`src/rtl/bypass_arbiter.sv`:
```
// ---------------------------------------------------------------------------
// bypass_arbiter
//
// Collects uncached (bypass) miss requests from NR_PORTS data-cache
// controllers, picks one round-robin, and issues it as a single-beat
// transaction on the uncached memory port. The grant pulse goes back to the
// winner in the arbitration cycle. The response pulse (read data or write
// ack) goes back when the memory answers. Only one transaction is in flight
// at a time, so uncached accesses keep their order.
//
// Ports:
//   clk_i, rst_i           clock, synchronous active-high reset
//   miss_valid_i           per-port request valid
//   miss_bypass_i          per-port "uncached" qualifier (valid&bypass = eligible)
//   miss_addr_i/be/size/we/wdata   per-port request fields, packed port-major
//   bypass_gnt_o           one-cycle grant pulse to the winning port
//   bypass_valid_o         one-cycle response pulse to the owning port
//   bypass_data_o          shared response data (0 when no response pulse)
//   mem_req_o/mem_gnt_i    request handshake toward memory
//   mem_addr_o/we/be/size/wdata    request fields, held stable while requesting
//   mem_rvalid_i/rdata/err response from memory (one per request)
//   busy_o                 arbiter is not idle
//   err_count_o            saturating count of errored responses
// ---------------------------------------------------------------------------
module bypass_arbiter #(
    parameter int unsigned NR_PORTS   = 3,
    parameter int unsigned ADDR_WIDTH = 56
) (
    input  logic                             clk_i,
    input  logic                             rst_i,

    input  logic [NR_PORTS-1:0]              miss_valid_i,
    input  logic [NR_PORTS-1:0]              miss_bypass_i,
    input  logic [NR_PORTS*ADDR_WIDTH-1:0]   miss_addr_i,
    input  logic [NR_PORTS*8-1:0]            miss_be_i,
    input  logic [NR_PORTS*2-1:0]            miss_size_i,
    input  logic [NR_PORTS-1:0]              miss_we_i,
    input  logic [NR_PORTS*64-1:0]           miss_wdata_i,

    output logic [NR_PORTS-1:0]              bypass_gnt_o,
    output logic [NR_PORTS-1:0]              bypass_valid_o,
    output logic [63:0]                      bypass_data_o,

    output logic                             mem_req_o,
    input  logic                             mem_gnt_i,
    output logic [ADDR_WIDTH-1:0]            mem_addr_o,
    output logic                             mem_we_o,
    output logic [7:0]                       mem_be_o,
    output logic [1:0]                       mem_size_o,
    output logic [63:0]                      mem_wdata_o,
    input  logic                             mem_rvalid_i,
    input  logic [63:0]                      mem_rdata_i,
    input  logic                             mem_err_i,

    output logic                             busy_o,
    output logic [7:0]                       err_count_o
);

    localparam int unsigned IDX_W = (NR_PORTS > 1) ? $clog2(NR_PORTS) : 1;

    // Pointer starts at the last port so that port 0 is the first winner.
    localparam logic [IDX_W-1:0] RR_RESET = IDX_W'(NR_PORTS - 1);

    // Returned in place of read data when the memory flags an error.
    localparam logic [63:0] ERR_DATA = 64'hBADC_AB1E_BADC_AB1E;

    typedef enum logic [1:0] {
        IDLE,
        ISSUE,
        WAIT_RESP
    } state_e;

    // -----------------------------------------------------------------------
    // State and latched request
    // -----------------------------------------------------------------------
    state_e                  state_q, state_d;
    logic [IDX_W-1:0]        rr_q;
    logic [IDX_W-1:0]        port_q;
    logic [ADDR_WIDTH-1:0]   addr_q;
    logic [7:0]              be_q;
    logic [1:0]              size_q;
    logic                    we_q;
    logic [63:0]             wdata_q;
    logic [7:0]              err_count_q;

    // -----------------------------------------------------------------------
    // Arbitration
    // -----------------------------------------------------------------------
    logic [NR_PORTS-1:0]     eligible;
    logic                    win_found;
    logic [IDX_W-1:0]        win_idx;
    logic [IDX_W-1:0]        cand;

    logic [ADDR_WIDTH-1:0]   sel_addr;
    logic [7:0]              sel_be;
    logic [1:0]              sel_size;
    logic                    sel_we;
    logic [63:0]             sel_wdata;

    // Control decoded from the FSM
    logic                    latch_en;
    logic                    err_inc;

    assign eligible = miss_valid_i & miss_bypass_i;

    // Walk the ports starting just after the last winner and take the first
    // eligible one. With the loop starting at offset 1 and ending at
    // NR_PORTS, the last winner itself is checked last, which gives fair
    // rotation. For NR_PORTS=1 every offset maps to port 0.
    always_comb begin
        // NOTE: every signal written in a combinational block gets a default
        // before any conditional assignment; otherwise a path leaves it
        // unassigned and a latch is inferred.
        win_found = 1'b0;
        win_idx   = '0;
        cand      = '0;
        for (int unsigned i = 1; i <= NR_PORTS; i++) begin
            cand = IDX_W'((32'(rr_q) + i) % NR_PORTS);
            if (!win_found && eligible[cand]) begin
                win_found = 1'b1;
                win_idx   = cand;
            end
        end
    end

    // Field multiplexer for the winning port. Constant slices per port keep
    // the selection a plain mux.
    always_comb begin
        sel_addr  = '0;
        sel_be    = '0;
        sel_size  = '0;
        sel_we    = 1'b0;
        sel_wdata = '0;
        for (int unsigned p = 0; p < NR_PORTS; p++) begin
            if (IDX_W'(p) == win_idx) begin
                sel_addr  = miss_addr_i[p*ADDR_WIDTH +: ADDR_WIDTH];
                sel_be    = miss_be_i[p*8 +: 8];
                sel_size  = miss_size_i[p*2 +: 2];
                sel_we    = miss_we_i[p];
                sel_wdata = miss_wdata_i[p*64 +: 64];
            end
        end
    end

    // -----------------------------------------------------------------------
    // FSM next state and outputs
    // -----------------------------------------------------------------------
    // While rst_i is high all pulses stay low. A grant issued in that cycle
    // would be lost by the reset, and a response arriving then belongs to an
    // abandoned transaction.
    always_comb begin
        state_d        = state_q;
        bypass_gnt_o   = '0;
        bypass_valid_o = '0;
        bypass_data_o  = '0;
        mem_req_o      = 1'b0;
        latch_en       = 1'b0;
        err_inc        = 1'b0;

        if (!rst_i) begin
            unique case (state_q)
                IDLE: begin
                    if (win_found) begin
                        bypass_gnt_o = NR_PORTS'(1) << win_idx;
                        latch_en     = 1'b1;
                        state_d      = ISSUE;
                    end
                end

                ISSUE: begin
                    // Port inputs are ignored here. The request is driven
                    // purely from the latch, so it stays stable until granted.
                    mem_req_o = 1'b1;
                    if (mem_gnt_i) begin
                        state_d = WAIT_RESP;
                    end
                end

                WAIT_RESP: begin
                    if (mem_rvalid_i) begin
                        // The owner always gets its pulse, even if it has
                        // since dropped miss_valid_i.
                        bypass_valid_o = NR_PORTS'(1) << port_q;
                        if (mem_err_i) begin
                            bypass_data_o = ERR_DATA;
                            err_inc       = (err_count_q != 8'hFF);
                        end else if (!we_q) begin
                            bypass_data_o = mem_rdata_i;
                        end
                        state_d = IDLE;
                    end
                end

                default: state_d = IDLE;
            endcase
        end
    end

    // -----------------------------------------------------------------------
    // Sequential state
    // -----------------------------------------------------------------------
    always_ff @(posedge clk_i) begin
        if (rst_i) begin
            // NOTE: sequential state uses non-blocking assignments so every
            // register samples the pre-edge values regardless of statement
            // order.
            state_q     <= IDLE;
            rr_q        <= RR_RESET;
            port_q      <= '0;
            addr_q      <= '0;
            be_q        <= '0;
            size_q      <= '0;
            we_q        <= 1'b0;
            wdata_q     <= '0;
            err_count_q <= '0;
        end else begin
            state_q <= state_d;
            if (latch_en) begin
                port_q  <= win_idx;
                rr_q    <= win_idx;
                addr_q  <= sel_addr;
                be_q    <= sel_be;
                size_q  <= sel_size;
                we_q    <= sel_we;
                wdata_q <= sel_wdata;
            end
            if (err_inc) begin
                err_count_q <= err_count_q + 8'd1;
            end
        end
    end

    // -----------------------------------------------------------------------
    // Registered outputs
    // -----------------------------------------------------------------------
    assign mem_addr_o  = addr_q;
    assign mem_we_o    = we_q;
    assign mem_be_o    = be_q;
    assign mem_size_o  = size_q;
    assign mem_wdata_o = wdata_q;
    assign busy_o      = !rst_i && (state_q != IDLE);
    assign err_count_o = err_count_q;

    // -----------------------------------------------------------------------
    // Structural invariants
    // -----------------------------------------------------------------------
    gnt_onehot: assert property (@(posedge clk_i) disable iff (rst_i)
        $onehot0(bypass_gnt_o));

    valid_onehot: assert property (@(posedge clk_i) disable iff (rst_i)
        $onehot0(bypass_valid_o));

endmodule

```
`config.mk`:
```
export PLATFORM = sky130hd
export DESIGN_NAME = bypass_arbiter
export DESIGN_NICKNAME = d
export VERILOG_FILES = /design/src/rtl/bypass_arbiter.sv
export SDC_FILE = /design/constraint.sdc
export NUM_CORES = 1
export LEC_CHECK = 0
export CAP_MARGIN = 10
export CORE_AREA = 3 3 262 264
export DETAILED_ROUTE_END_ITERATION = 12
export DIE_AREA = 0 0 265 267
export PLACE_DENSITY = 0.34
export RECOVER_POWER = 25
export REMOVE_ABC_BUFFERS = 1
export SLEW_MARGIN = 30
export SYNTH_ARGS = -nofsm -noshare
export SYNTH_HDL_FRONTEND = slang
export SYNTH_SLANG_ARGS = --single-unit
```
`constraint.sdc`:
```
create_clock -name clk_i -period 6.5 [get_ports clk_i]
set_input_delay 0.65 -clock clk_i [delete_from_list [all_inputs] [get_ports clk_i]]
set_output_delay 0.65 -clock clk_i [all_outputs]
set_load 0.1 [all_outputs]
```
# --- After elaboration in Yosys (flattened, before gate mapping) ---
# Cells that the tools add are included.
word_totals:
  elab_cells: 91
  input_bits: 468
  regBits: 145
  output_inout_bits: 211
classes:
  mux: 51
  bitwise_logic: 1
  n_lt_le_gt_ge: 3
  shifts: 2
  addsub: 4
  div: 3
  eq_ne: 8
  reduce_logical: 10
op_table:
  columns: ["cell", "count"]
  rows:
  - ["two-way mux 64 bit", 8]
  - ["two-way mux 56 bit", 3]
  - ["remainder unit 32 x 2 -> 32 bit (second input constant)", 3]
  - ["two-way mux 8 bit", 3]
  - ["two-way mux 1 bit", 18]
  - ["two-way mux 2 bit", 9]
  - ["two-way mux 3 bit", 6]
  - ["less-than comparator 2 x 3 -> 1 bit (second input constant)", 3]
  - ["adder 8 x 1 -> 8 bit (second input constant)", 1]
  - ["inequality test 8 bit (second input constant)", 1]
  - ["adder 2 x 2 -> 3 bit (second input constant)", 2]
  - ["binary-select mux 1 bit (select 2 bit)", 3]
  - ["inequality test 2 bit (second input constant)", 3]
  - ["one-hot mux 2 bit (3 select lines)", 1]
  - ["<< shifter 1 x 2 -> 3 bit (first input constant)", 2]
  - ["logical NOT 2 bit", 2]
  - ["adder 2 x 1 -> 3 bit (second input constant)", 1]
  - ["bitwise AND 3 bit", 1]
  - ["logical AND 1 bit", 3]
  - ["logical NOT 1 bit", 3]
  - ["AND reduction 3 bit", 1]
  - ["== test 1 x 2 -> 1 bit (first input constant)", 1]
  - ["== test 2 x 1 -> 1 bit (second input constant)", 1]
  - ["== test 2 bit (first input constant)", 1]
  - ["2 further kinds", 2]

# --- Depth between registers and ports, before layout ---
depth:
  ltp_word: 15
  depth_mapped: 12
  ltp_nobuf: 8

# --- Least setup slack after synthesis ---
# OpenSTA, ideal clock, no wires.
synth_path:
  path_type: "register to output"
  start: "register rr_q[1]"
  end: "output port bypass_gnt_o[0]"
  path_stages_with_launch: 11
  t_arrival_ns: 3.250
  slack_ns: 2.600
  required_time_ns: 5.850
  path_cell_list: "dfxtp_1 -> inv_1 -> ha_1 -> buf_4 -> or2_1 -> o2111ai_4 -> nor2_4 -> a21oi_4 -> buf_4 -> buf_6 -> nor2b_1"
synth_via:
  elab_chain_len: 15
  elab_cells_between_ends: 26
  classes_between: "add/sub (3); div (3); shift (1); mux (15); reduce/logical (4)"
synth_lines:
  columns: ["element", "line", "text"]
  rows:
  - ["start, declared", "77", "logic [IDX_W-1:0] rr_q;"]
  - ["start signal, assigned", "220", "rr_q <= win_idx;"]
  - ["adder 2 x 1 -> 3 bit", "118", "cand = IDX_W'((32'(rr_q) + i) % NR_PORTS);"]
  - ["remainder unit 32 x 2 -> 32 bit", "118", null]
  - ["binary-select mux 1 bit (select 2 bit)", "119", "if (!win_found && eligible[cand]) begin"]
  - ["two-way mux 1 bit (implied by the code)", "119", null]
  - ["two-way mux 1 bit", "119", null]
  - ["logical NOT 1 bit", "119", null]
  - ["logical AND 1 bit", "119", null]
  - ["two-way mux 1 bit", "119", null]
  - ["logical NOT 1 bit", "119", null]
  - ["logical AND 1 bit", "119", null]
  - ["two-way mux 2 bit", "119", null]
  - ["<< shifter 1 x 2 -> 3 bit", "164", "bypass_gnt_o = NR_PORTS'(1) << win_idx;"]
  - ["two-way mux 3 bit (*)", "163", "if (win_found) begin"]
  - ["two-way mux 3 bit (*)", "161", "unique case (state_q)"]
  - ["two-way mux 3 bit (*)", "160", "if (!rst_i) begin"]
  - ["end, declared", "40", "output logic [NR_PORTS-1:0] bypass_gnt_o,"]
# Every way passes the cells marked *; elsewhere a longest branch is shown, timed or not. The select of a mux whose other input is x is not followed.

# --- Final worst setup path ---
layout_path:
  start: "input port rst_i"
  end: "output port bypass_data_o[24]"
layout_via:
  elab_chain_len: 1
layout_lines:
  columns: ["element", "line", "text"]
  rows:
  - ["start, declared", "30", "input logic rst_i,"]
  - ["two-way mux 64 bit", "160", null]
  - ["end, declared", "42", "output logic [63:0] bypass_data_o,"]
# No other way between the ends.

==> flow_summary_export.csv <==
group,metric,value,unit
outcome,outcome,"complete, no violations",
routing,drtPass1Iterations,7,
critical_path,worstPathArrival,4.02,ns
timing,relSlewSlack,15.2,%
cells_and_area,drive_gt1_share,5.26,%
critical_path,crit_family,"buffers and inverters",
hold_path,hp-class,"reg -> reg",
critical_path,start_kind,"primary input",
timing,final.setup.worst_slack,1.83,ns
critical_path,crit_path_max_fanout,26,
routing,via_per_inst,3.75,
place,dp_hpwl,36.5,mm
yosys,netlist_instances,854,
floorplanning,rows,95,
timing,hold_violations,0,
critical_path,endpoint_kind,"output pin",
yosys,syn_area,7690,um^2
floorplanning,ioPinCount,679,
timing,rsz0062_at_grt,"no",
routing,dr_total_vias,8903,
floorplanning,core_area,66800,um^2
floorplanning,die_h,267,um
yosys,async_reset_ff_share,0,%
critical_path,crit_type,"in -> out",
cells_and_area,area_delta_synth_final,104,%
grt,grt_overflow_total,0,
power_and_ir_drop,pwr_density_cell,512,nW/um^2
flow_run,max_cap_violations,0,
cts,cts_made_buffers,17,
yosys,ys_seq_area_share,37.5,%
yosys,yosys_warnings,0,
timing,worst_pin_slew,1.28,ns
routing,drt_iter0_drc,211,
yosys,synth_edf_count,0,
cts,ctsResizeCount,0,
timing,period_share,71.9,%
floorplanning,fp.dieW,265,um
cts,tritoncts,"yes",
critical_path,r2r_slack,2.87,ns
grt,antenna_found_initial,7,
place,port_buffers,678,
routing,antenna_left,0,
grt,grt_max_degree,86,
yosys,ys_types,49,
yosys,yosys.area.top_type,"dfxtp_1",
grt,use_met1,13.3,%
timing,skew,0.0177,ns
cts,clkSlewWorstSetupHoldPaths,0.06,ns
grt,grt_pass1_vias,9642,
yosys,syn_area_per_cell,9.01,um^2
cts,clock_latency,0.47,ns
grt,grt_pass1_wl,65.5,mm
cts,cts.sinks,144,
cts,post_cts_buffers,0,
cts,clockBufferDepth,2,
grt,track_usage,12.6,%
critical_path,slowest_stage,"clkdlybuf4s50_1",
grt,use_met2,22.7,%
grt,grt.busiest_layer,"met2",
routing,drc,0,
grt,gr-usage-met3,5.24,%
timing,tns,0,ns
cells_and_area,final_util,23.5,%
cts,postCtsHoldBufs,0,
cts,clock-root-buffer,"clkbuf_16",
yosys,netlist.area_leader.share,37.5,%
critical_path,critPathMaxStageDelay,1.14,ns
place,dp_slack,1.80,ns
power_and_ir_drop,power_leakage,6.42,nW
place,finalWeightedCongestion,0.832,
cells_and_area,finalNetCount,1961,
yosys,synth_area_leaders,"dfxtp_1 (37%), mux2i_1 (17%), a22oi_1 (8.3%)",
power_and_ir_drop,ir_worst_vdd,329,uV
cts,h-tree-depth,4,
timing,setup_violations,0,
floorplanning,start_util,11.5,%
critical_path,critPathBufInv,4,
yosys,synth-main-ff-cell,"dfxtp_1",
critical_path,cp.required,5.85,ns
timing,clock.fmax,0.214,GHz
routing,routed_wl,46.3,mm
timing,slew_violations,0,
critical_path,path_cells,"dlygate4sd3_1, inv_1, nand4b_1, nor3_2, buf_4, and2_1, clkdlybuf4s50_1",
floorplanning,die-area,70800,um^2
timing,layout_min_cycle_time,4.67,ns
routing,wl_per_cell,19.5,um
yosys,ys_ff_latch,144,
-- per-layer routing --
metal,vias to the layer above,routed length [um]
li1,4391,-
met2,370,23700
met4,6,1080
met5,-,37
met3,45,4050
met1,4091,17400
-- Yosys cell counts (3+ instances only) --
cell and count:
dfxtp_1 144, mux2i_1 132, a22oi_1 85, nand2_1 56, inv_1 53, nor2_1 51, o21ai_0 48, a21oi_1 44
o21ai_1 39, o221ai_1 28, and2_1 26, buf_2 25, clkbuf_1 20, o221ai_2 18, buf_4 10, buf_6 10
buf_1 6, nor3_1 6, nand4b_1 5, ha_1 4, xor2_1 4, clkbuf_2 3, nand4_1 3, or3_1 3
-- cell usage in the layout, fill, tap and decap left out, drive strengths merged, types with 2 or more instances in the layout --
| cell type | n |
|---|---|
| a21o | 2 |
| a21oi | 45 |
| a22oi | 85 |
| and2 | 26 |
| and3 | 2 |
| buf | 15 |
| bufinv | 2 |
| clkbuf | 48 |
| clkdlybuf4s50 | 595 |
| clkinv | 5 |
| clkinvlp | 2 |
| dfxtp | 144 |
| diode | 2 |
| dlygate4sd3 | 51 |
| ha | 4 |
| inv | 57 |
| mux2i | 132 |
| nand2 | 56 |
| nand3 | 2 |
| nand3b | 2 |
| nand4 | 3 |
| nand4b | 5 |
| nor2 | 53 |
| nor3 | 6 |
| nor3b | 3 |
| o21ai | 87 |
| o221ai | 46 |
| o32ai | 2 |
| or3 | 4 |
| xor2 | 4 |
-- worst paths after layout --
check	cells past startpoint	start	endpoint
worst max register to register	9	rr_q[0]	mem_wdata_o[17]
worst min register to register	2	mem_wdata_o[24]	mem_wdata_o[24]
worst max-delay path	7	rst_i	bypass_data_o[24]
worst min-delay path	2	mem_wdata_o[24]	mem_wdata_o[24]
-- flip-flops by register name, summed over array words and instances (netlist names) --
register     flops
rr_q             2
mem_wdata_o     64
mem_addr_o      56
port_q           1
mem_size_o       2
err_count_o      8
state_q          2
mem_be_o         8
mem_we_o         1
-- stage by stage --
step | instances | hold slack, ns | area, um^2 | power (mW)
3_3_place_gp | 2343 | 0.445 | 15300 | 7.25
3_5_place_dp | 2343 | 0.449 | 15200 | 7.17
4_1_cts | 2375 | 0.468 | 15800 | 8.29
6_report | 2377 | 0.456 | 15700 | 8.03
2_1_floorplan | 780 | 0.466 | 7270 | 5.55
5_1_grt | 2376 | 0.480 | 15700 | 8.40
-- final cells by class --
cell class / instances / area [um^2]
sequential: 144 / 2880
clock inverter: 13 / 150
fill: 7308 / 51100
clock buffer: 19 / 453
antenna: 2 / 5.00
multi-input combinational: 583 / 4210
timing repair buffer: 690 / 6710
inverter: 53 / 199
tap: 873 / 1090
-- cell families after synthesis --
group,synth area share (%)
simple gates,10.5
compound gates,25.5
flops,37.5
xor+xnor,0.569
mux,17.2
fa+ha+maj,0.650
buf+inv,8.11
-- report_power, final --
group | switching, mW | total (mW) | internal (mW)
registers | 0.236 | 1.55 | 1.31
logic | 4.21 | 5.43 | 1.22
clock network | 0.460 | 1.05 | 0.591
-- worst min-delay path, cell delays in order (launching register included) --
cell and delay, ns:
dfxtp_1 0.32, nand2_1 0.06, o221ai_2 0.05
No activity file was read; power rests on OpenSTA's default activity.
